### src/rtl/lector_contadores.sv
// Readout sequencer for the contadores block: sweeps every channel, captures counts and a running total.
// Optional READ_AUTO_RESTART_EN: start seen in FINISH chains straight into a new sweep.
module lector_contadores #(
    parameter int NUM_CH  = 5,
    parameter int DATA_W  = 5,
    parameter int TOTAL_W = 8,
    parameter int TIMEOUT = 15
) (
    input  logic                     clk,
    input  logic                     reset,
    input  logic                     start,
    input  logic                     valid,
    input  logic [DATA_W-1:0]        data_in,
    output logic [2:0]               idx,
    output logic                     req,
    output logic [NUM_CH*DATA_W-1:0] counts,
    output logic [TOTAL_W-1:0]       total,
    output logic                     busy,
    output logic                     done,
    output logic                     timeout_err
);

    localparam int TIMER_W = $clog2(TIMEOUT + 1);

    typedef enum logic [1:0] {IDLE, ISSUE, WAIT, FINISH} state_t;

    state_t                   state, state_next;
    logic [2:0]               idx_next;
    logic                     req_next;
    logic [NUM_CH*DATA_W-1:0] counts_next;
    logic [TOTAL_W-1:0]       total_next;
    logic                     busy_next;
    logic                     done_next;
    logic                     timeout_err_next;
    logic [TIMER_W-1:0]       timer, timer_next;
    logic                     channel_over;

    always_ff @(posedge clk) begin
        if (reset) begin
            state       <= IDLE;
            idx         <= '0;
            req         <= 1'b0;
            counts      <= '0;
            total       <= '0;
            busy        <= 1'b0;
            done        <= 1'b0;
            timeout_err <= 1'b0;
            timer       <= '0;
        end else begin
            state       <= state_next;
            idx         <= idx_next;
            req         <= req_next;
            counts      <= counts_next;
            total       <= total_next;
            busy        <= busy_next;
            done        <= done_next;
            timeout_err <= timeout_err_next;
            timer       <= timer_next;
        end
    end

    // Every output is computed one state ahead so it is registered in the state it belongs to.
    always_comb begin
        state_next       = state;
        idx_next         = idx;
        req_next         = 1'b0;
        counts_next      = counts;
        total_next       = total;
        done_next        = 1'b0;
        timeout_err_next = timeout_err;
        timer_next       = timer;
        channel_over     = 1'b0;

        case (state)
            IDLE: begin
                if (start) begin
                    state_next       = ISSUE;
                    idx_next         = '0;
                    req_next         = 1'b1;
                    counts_next      = '0;
                    total_next       = '0;
                    timeout_err_next = 1'b0;
                end
            end
            ISSUE: begin
                state_next = WAIT;
                timer_next = '0;
            end
            WAIT: begin
                timer_next = timer + TIMER_W'(1);
                // valid wins over a timeout landing in the same cycle.
                if (valid) begin
                    counts_next[idx*DATA_W +: DATA_W] = data_in;
                    total_next   = total + TOTAL_W'(data_in);
                    channel_over = 1'b1;
                end else if (timer == TIMER_W'(TIMEOUT - 1)) begin
                    timeout_err_next = 1'b1;
                    channel_over     = 1'b1;
                end
                if (channel_over) begin
                    if (idx == 3'(NUM_CH - 1)) begin
                        state_next = FINISH;
                        done_next  = 1'b1;
                    end else begin
                        state_next = ISSUE;
                        idx_next   = idx + 3'd1;
                        req_next   = 1'b1;
                    end
                end
            end
            FINISH: begin
                state_next = IDLE;
                idx_next   = '0;
`ifdef READ_AUTO_RESTART_EN
                if (start) begin
                    state_next       = ISSUE;
                    req_next         = 1'b1;
                    counts_next      = '0;
                    total_next       = '0;
                    timeout_err_next = 1'b0;
                end
`else
`endif
            end
            default: state_next = IDLE;
        endcase

        busy_next = (state_next != IDLE);
    end

endmodule

### config.mk
export PLATFORM = sky130hd
export DESIGN_NAME = lector_contadores
export DESIGN_NICKNAME = d
export VERILOG_FILES = /design/src/rtl/lector_contadores.sv
export SDC_FILE = /design/constraint.sdc
export NUM_CORES = 1
export LEC_CHECK = 0
export ABC_AREA = 0
export CAP_MARGIN = 20
export CORE_UTILIZATION = 50
export CTS_CLUSTER_DIAMETER = 200
export DETAILED_ROUTE_END_ITERATION = 8
export PLACE_DENSITY = 0.87
export SYNTH_ARGS = -nofsm -noshare
export SYNTH_HDL_FRONTEND = slang
export SYNTH_SLANG_ARGS = --single-unit
### constraint.sdc
create_clock -name clk -period 2.75 [get_ports clk]
set_input_delay 0.55 -clock clk [delete_from_list [all_inputs] [get_ports clk]]
set_output_delay 0.55 -clock clk [all_outputs]
set_load 0.005 [all_outputs]
==> results.json, run 1 <==
{
  "synth.top_cell.area_share_pct": 41.77,
  "tns_ps": 0,
  "fin_worst_skew_ps": 5.579,
  "num_rows": 23,
  "power_leakage_nw": 1.076,
  "yosysTopAreaCell": "dfxtp_1",
  "required_ps": 3000,
  "grt_pass1_wl_microns": 8238,
  "die_y_microns": 68.40,
  "numPortBuffers": 48,
  "vias": 2044,
  "first_global_vias": 1733,
  "io_pins": 49,
  "cellPowerDensity_nw_per_um2": 647.9,
  "syn_nets": 270,
  "avgViaCountPerCell": 5.790,
  "cts_tree": "done",
  "vdd_drop_max_mv": 0.3564,
  "ys_ff_latch": 46,
  "synth_most_common_cell": "dfxtp_1",
  "area_growth_pct": 31.78,
  "endpoint_kind": "register",
  "cts_made_buffers": 5,
  "clockBufferDepth": 2,
  "die_width_microns": 68.40,
  "layout-drive-gt1-share_pct": 8.911,
  "grt.total_usage_pct": 24.08,
  "hold_path.class": "register to register",
  "synthTopCellsByCount": "dfxtp_1 (46), a21oi_1 (25), nand3_1 (19), nor2_1 (19), ha_1 (16)",
  "ctsResizeCount": 0,
  "cts_hold_buf": 0,
  "cts_root_buffer": "clkbuf_8",
  "antenna_found_initial": 0,
  "n_fill_cell": 331,
  "synthCells": 244,
  "drt_pass1_iterations": 5,
  "grt_overflow_total": 0,
  "cp_max_fo": 11,
  "ys_seq_area_share_pct": 41.77,
  "core_area_sq_um": 4115,
  "path_class": "register to register",
  "crit_start": "idx[0]",
  "gp_congestion": 0.8365,
  "maxCapViolCount": 0,
  "period_share_pct": 86.07,
  "start_kind": "register",
  "syn_area_sq_um": 2205,
  "fin_crit_ps": 2367,
  "drt.antenna.violating_nets": 0,
  "start_util_pct": 53.57,
  "outcome": "complete, no violations",
  "post_cts_buffers": 0,
  "clkLatencyLatePin_ps": 300,
  "relSlewSlack_pct": 59.91,
  "drc": 0,
  "fin_cells": 353,
  "synth_warnings": 0,
  "first_iter_violations": 150,
  "die_area_sq_um": 4679,
  "synth_cell_type_count": 44,
  "worst_pin_slew_ps": 584.6,
  "r2r_start": "idx[0]",
  "dpl.cell_count": 345,
  "hold_viol": 0,
  "avgSynthCellArea_sq_um": 9.035,
  "async_reset_ff_share_pct": 0,
  "worstHoldStart": "counts[7]",
  "htree_num_levels": 2,
  "synth_top_flop_cell": "dfxtp_1",
  "fmax_mhz": 422.5,
  "slew_violations": 0,
  "yosys-top-cells-area": "dfxtp_1 (42%), ha_1 (9.1%), a21oi_1 (5.7%)",
  "grt_max_degree": 21,
  "wirelength_microns": 5332,
  "routedWlPerCell_microns": 15.10,
  "place_hpwl_microns": 3900,
  "cp.arrival_ps": 2620,
  "synth_edf_count": 0,
  "clock-sinks": 46,
  "grt_setup_unrepaired": "no",
  "setup_viol": 0,
  "diodes": 0,
  "clk_pin_slew_worst_paths_ps": 90,
  "num-nets-final": 328
}
sequential cells by signal (all words and copies together) (netlist names):
register     count
busy             1
counts          25
done             1
idx              3
req              1
state            2
timeout_err      1
timer            4
total            8
where the power goes:
| part | switching [mW] | total (mW) | internal [mW] |
|---|---|---|---|
| logic | 0.377 | 0.645 | 0.268 |
| clock network | 0.228 | 0.499 | 0.271 |
| registers | 0.0326 | 0.738 | 0.706 |
logic make-up (layout without fill, tap and decap cells):
kind of cell	count (synthesis)	in the layout	synth area share (%)
AND/OR/NAND/NOR	95	95	23.38
buffers and inverters	16	75	2.781
adder cells (fa/ha/maj)	17	17	9.989
flip-flops	46	46	41.77
XOR/XNOR	1	1	0.3973
multiplexers	3	3	1.362
AO/OA/AOI/OAI	66	66	20.32
placed cells by master (no fill, tap or decap), types with 5 or more instances in the layout:
cell type        count
clkbuf_8             5
a31o_2               6
ha_1                16
clkdlybuf4s50_1     48
a22o_1              10
nand2_1             12
nand3_1             19
buf_4               10
nand3b_1             6
nand2b_1            12
a21oi_1             25
dfxtp_1             46
o21ai_0              5
nor3b_1              7
nor2_1              19
inv_1                9
metrics by stage:
step / setup slack (ps) / utilization [%] / hold WS [ps] / power (mW) / instance area [sq um]
after floorplan: 595.8 / - / 459.8 / 1.159 / 2205
after global placement: 271.5 / 67.92 / 452.9 / 1.373 / 2795
after detailed placement: 185.4 / 67.92 / 460.6 / 1.386 / 2795
after CTS: 458.7 / 70.60 / 478.4 / 1.884 / 2905
after global routing: 285.8 / 70.60 / 499.7 / 1.995 / 2905
final: 383.2 / 70.60 / 472.9 / 1.882 / 2905
layout make-up:
cell class	count	area [sq um]	area share (%)
Clock buffer	6	72.57	2.498
Clock inverter	2	37.54	1.292
Inverter	9	33.78	1.163
Multi-Input combinational cell	182	1222	42.08
Sequential cell	46	920.9	31.70
Tap cell	50	62.56	2.153
Timing Repair Buffer	58	555.5	19.12
per-layer routing:
layer / GRT usage (%) / vias to the layer above / share of wire (%)
li1: - / 1001 / -
met1: 30.05 / 965 / 44
met2: 40.32 / 69 / 49
met3: 5.500 / 9 / 6.0
met4: 8.333 / 0 / 1.8
met5: 0 / - / 0
worst max-delay path, stage by stage, from the launching register on:
cell,delay (ps)
dfxtp_1,560
inv_1,150
ha_1,230
ha_1,350
nor4_1,440
and4_1,410
a22o_1,180
path summary, 6_finish.rpt:
check | endpoint | slack (ps) | cells past startpoint
worst min-delay path | counts[7] | 470 | 2
worst min register to register | counts[7] | 470 | 2
worst max-delay path | counts[20] | 380 | 6
worst max register to register | counts[20] | 380 | 6
No activity file was read; power rests on OpenSTA's default activity.
==> run 2, diff against run 1 <==
CAP_MARGIN = default   (was 20)
==> results of run 2 <==
The final DEF is identical to that of run 1; final timing and power are the same.
